[src/rtl/rr_onehot_scheduler.sv]
// Round-robin scheduler for 8 requesters: one-hot registered grant, hold limit
// with timeout pulse, and a forced dead cycle between successive owners.
module rr_onehot_scheduler #(
   parameter int unsigned MAX_HOLD = 16,
   parameter int unsigned HOLD_W   = 5
) (
   input  logic       clk,
   input  logic       rst_n,
   input  logic       en,
   input  logic [7:0] req,
   output logic [7:0] gnt,
   output logic [2:0] gnt_idx,
   output logic       gnt_vld,
   output logic       timeout
);

   localparam logic [HOLD_W-1:0] HOLD_LAST = HOLD_W'(MAX_HOLD - 1);
   localparam logic [HOLD_W-1:0] HOLD_SAT  = {HOLD_W{1'b1}};

   typedef enum logic {IDLE = 1'b0, GRANT = 1'b1} state_t;

   state_t            state, state_n;
   logic [2:0]        ptr, ptr_n;
   logic [HOLD_W-1:0] hold_cnt, hold_cnt_n;
   logic [7:0]        gnt_n;
   logic [2:0]        gnt_idx_n;
   logic              gnt_vld_n;
   logic              timeout_n;
   logic [2:0]        win;
   logic [2:0]        cand;
   logic              found;

   // Rotating priority search: first set request at or above ptr, wrapping.
   always_comb begin
      win   = '0;
      found = 1'b0;
      cand  = '0;
      for (int unsigned k = 0; k < 8; k++) begin
         cand = ptr + 3'(k);
         if (!found && req[cand]) begin
            win   = cand;
            found = 1'b1;
         end
      end
   end

   always_ff @(posedge clk) begin
      if (!rst_n) begin
         state    <= IDLE;
         ptr      <= '0;
         hold_cnt <= '0;
         gnt      <= '0;
         gnt_idx  <= '0;
         gnt_vld  <= 1'b0;
         timeout  <= 1'b0;
      end else begin
         state    <= state_n;
         ptr      <= ptr_n;
         hold_cnt <= hold_cnt_n;
         gnt      <= gnt_n;
         gnt_idx  <= gnt_idx_n;
         gnt_vld  <= gnt_vld_n;
         timeout  <= timeout_n;
      end
   end

   always_comb begin
      state_n    = state;
      ptr_n      = ptr;
      hold_cnt_n = hold_cnt;
      gnt_n      = gnt;
      gnt_idx_n  = gnt_idx;
      gnt_vld_n  = gnt_vld;
      timeout_n  = 1'b0;
      unique case (state)
         IDLE: begin
            if (en && found) begin
               state_n    = GRANT;
               gnt_idx_n  = win;
               gnt_n      = 8'(1) << win;
               gnt_vld_n  = 1'b1;
               hold_cnt_n = '0;
            end
         end
         GRANT: begin
            if (!req[gnt_idx] || (MAX_HOLD != 0 && hold_cnt == HOLD_LAST)) begin
               // Releaser drops to lowest priority for the next arbitration.
               state_n   = IDLE;
               gnt_n     = '0;
               gnt_vld_n = 1'b0;
               ptr_n     = gnt_idx + 3'd1;
               timeout_n = req[gnt_idx];
            end else if (hold_cnt != HOLD_SAT) begin
               hold_cnt_n = hold_cnt + HOLD_W'(1);
            end
         end
         default: state_n = IDLE;
      endcase
   end

endmodule

[config.mk]
export PLATFORM = sky130hd
export DESIGN_NAME = rr_onehot_scheduler
export DESIGN_NICKNAME = d
export VERILOG_FILES = /design/src/rtl/rr_onehot_scheduler.sv
export SDC_FILE = /design/constraint.sdc
export NUM_CORES = 1
export LEC_CHECK = 0
export BUFFER_PORTS_ARGS = -buffer_cell sky130_fd_sc_hd__buf_4
export CAP_MARGIN = 25
export CORE_AREA = 2 2 75 77
export CTS_CLUSTER_DIAMETER = 150
export DETAILED_ROUTE_END_ITERATION = 8
export DIE_AREA = 0 0 77 79
export PLACE_DENSITY_LB_ADDON = 0.1
export SLEW_MARGIN = 20
export SYNTH_ARGS = -nofsm -noshare
export SYNTH_HDL_FRONTEND = slang
export SYNTH_SLANG_ARGS = --single-unit
[constraint.sdc]
create_clock -name clk -period 3.3 [get_ports clk]
set_clock_uncertainty 0.05 [all_clocks]
set_input_delay 0.495 -clock clk [delete_from_list [all_inputs] [get_ports clk]]
set_output_delay 0.495 -clock clk [all_outputs]
set_load 0.05 [all_outputs]
==> results.json <==
{
  "area_growth_pct": 12.7,
  "diodes": 0,
  "drv_slew": 0,
  "routed_wl_um": 5130,
  "grt.total_usage": 0.180,
  "antenna_found_initial": 0,
  "power_density_nw_per_um2": 432,
  "numCtsBuffers": 3,
  "endpoint_kind": "flop",
  "place_hpwl_um": 3880,
  "finalPower_w": 0.00101,
  "startpoint_type": "flop",
  "drv_cap": 0,
  "detail-route-antenna-nets": 0,
  "cts_resized": 0,
  "grt_pass1_wl_um": 8730,
  "ff2ff_path_depth": 10,
  "nNetsFinal": 257,
  "cp.arrival_ns": 3.05,
  "synth_area_per_cell_um2": 9.54,
  "clkSlewWorstSetupHoldPaths_ns": 0.08,
  "fmax_mhz": 339,
  "timing.slew.headroom": 0.649,
  "start_util": 0.388,
  "synth_seq_cells": 22,
  "drt_iter0_drc": 147,
  "period_share": 0.894,
  "hold_ws_ns": 0.402,
  "placed_area_um2": 2290,
  "row_count": 27,
  "worstSetupPathType": "reg -> reg",
  "drc": 0,
  "post-route-cell-area_um2": 2330,
  "cts_setup_buffers": 0,
  "setup_tns_ns": 0,
  "rsz0062_at_grt": "no",
  "firstDrtPassIters": 4,
  "hold_depth": 2,
  "drive_gt1_frac": 0.290,
  "synth_ff_type": "dfxtp_1",
  "syn-cell-area_um2": 2070,
  "ys_types": 66,
  "status": "completed",
  "worstPathMaxFanout": 6,
  "hold_buffers": 0,
  "clock_latency_ns": 0.26,
  "yosysWarnings": 0,
  "ir_drop_v": 0.000198,
  "power_leakage_nw": 0.884,
  "path_delay_family": "compound AO/OA/AOI/OAI gates",
  "io-pin-count": 24,
  "overflow": 0,
  "grt_pass1_vias": 1753,
  "cp.depth": 10,
  "path_buf_inv": 1,
  "dieArea_um2": 6080,
  "grt_max_degree": 19,
  "root_buffer": "clkbuf_8",
  "synthArstFlopShare": 0,
  "viasPerCell": 5.60,
  "worst_pin_slew_ns": 0.523,
  "utilization": 0.437,
  "portBuffers": 23,
  "cts_tree": "built",
  "crit_slowest_cell": "xnor2_1",
  "report.final.hold_viol_count": 0,
  "post_drt_wl_per_cell_um": 16.5,
  "die_h_um": 79,
  "synth_edf_count": 0,
  "syn_nets": 234,
  "netlist_instances": 217,
  "layout_min_cycle_time_ns": 2.95,
  "vias": 1737,
  "place_congestion": 0.814,
  "cts.path.max_buffers": 2,
  "setup_viol": 0,
  "crit_chain": "inv_1, ha_1, xnor2_1, mux2i_1, o221ai_2, or3_1, a31o_1, o22ai_4, nor2_1, a22o_1",
  "coreArea_um2": 5340,
  "cts.htree.levels": 1,
  "hold_class": "reg -> reg",
  "clock_sinks": 22,
  "critical_path.max_stage_delay_ns": 0.43,
  "die_w_um": 77,
  "cp.required_ns": 3.40,
  "ys_seq_area_frac": 0.213
}
per-stage QoR:
stage	worst slack [ns]	std cells
3_5_place_dp	0.383	307
2_1_floorplan	0.266	217
6_report	0.350	310
4_1_cts	0.362	310
3_3_place_gp	0.391	307
5_1_grt	0.162	310
synth_stat cells, types with 2 or more instances:
master / number / share of area
nor2_1: 19 / 0.034
dfxtp_1: 22 / 0.21
clkbuf_1: 2 / 0.0036
o21ai_1: 5 / 0.012
xnor2_1: 2 / 0.0085
mux4_2: 11 / 0.12
and3_1: 4 / 0.012
ha_1: 6 / 0.036
a21boi_1: 2 / 0.0072
buf_2: 2 / 0.0048
inv_1: 9 / 0.016
o21a_1: 2 / 0.0072
nor2b_1: 4 / 0.012
mux2i_1: 20 / 0.097
nand4_1: 3 / 0.0091
buf_4: 2 / 0.0072
xor2_1: 6 / 0.025
o31ai_1: 2 / 0.0072
nor2_2: 2 / 0.0060
buf_6: 4 / 0.022
a221oi_1: 3 / 0.013
o221ai_2: 2 / 0.015
nand2_1: 24 / 0.044
o21ai_0: 2 / 0.0048
nor3b_1: 2 / 0.0072
mux2_2: 2 / 0.011
a22o_1: 4 / 0.017
nand2b_1: 4 / 0.012
a21oi_1: 7 / 0.017
nand3_1: 2 / 0.0048
cells in the final DEF (no fill, tap or decap), drive strengths merged, types with 3 or more instances in the layout:
cell type / count
xnor2: 3
mux2: 3
o31ai: 3
mux4: 11
nor2b: 5
a221oi: 3
a21oi: 9
ha: 6
buf: 28
nand3: 3
nand4: 3
mux2i: 22
o21ai: 7
nand2: 24
inv: 10
and3: 4
nor2: 22
a22o: 4
clkbuf: 3
nand2b: 4
a21boi: 3
dfxtp: 22
xor2: 6
power by group:
| group | internal (W) | total [W] | switching (W) |
|---|---|---|---|
| Combinational | 0.000215 | 0.000542 | 0.000327 |
| Sequential | 0.000285 | 0.000306 | 0.0000209 |
| Clock | 0.0000813 | 0.000162 | 0.0000810 |
| Total | 0.000581 | 0.00101 | 0.000429 |
logic make-up after synthesis:
logic type               share of synthesized area
buffers and inverters                       0.0556
adder cells (fa/ha/maj)                     0.0363
flip-flops                                   0.213
XOR/XNOR                                    0.0417
AND/OR/NAND/NOR                              0.188
AO/OA/AOI/OAI                                0.214
multiplexers                                 0.252
layer usage:
metal / up-vias / wire length, um / track usage
met2: 44 / 2360 / 0.296
met4: 0 / 81 / 0.0607
met3: 8 / 211 / 0.0284
li1: 855 / - / -
met1: 830 / 2480 / 0.241
met5: - / 0 / 0
final timing paths:
| check | slack (ns) | to | start |
|---|---|---|---|
| max | 0.35 | gnt[1] | ptr[1] |
| min | 0.40 | gnt[6] | gnt[6] |
| max reg2reg | 0.35 | gnt[1] | ptr[1] |
| min reg2reg | 0.40 | gnt[6] | gnt[6] |
registers in the layout (all words and copies together) (netlist names):
register,flops
gnt_vld,1
gnt_idx,3
timeout,1
hold_cnt,5
gnt,8
state,1
ptr,3
worst min-delay path, stage by stage (launching register included):
cell	delay (ns)
dfxtp_1	0.32
nand2_1	0.05
o21ai_1	0.05
layout make-up:
class,instances,area (um^2)
fill,541,3000
multi-input combinational,175,1520
sequential,22,440
timing repair buffer,28,210
tap,72,90.1
clock buffer,3,41.3
inverter,10,37.5
(Power assumes the default switching activity.)
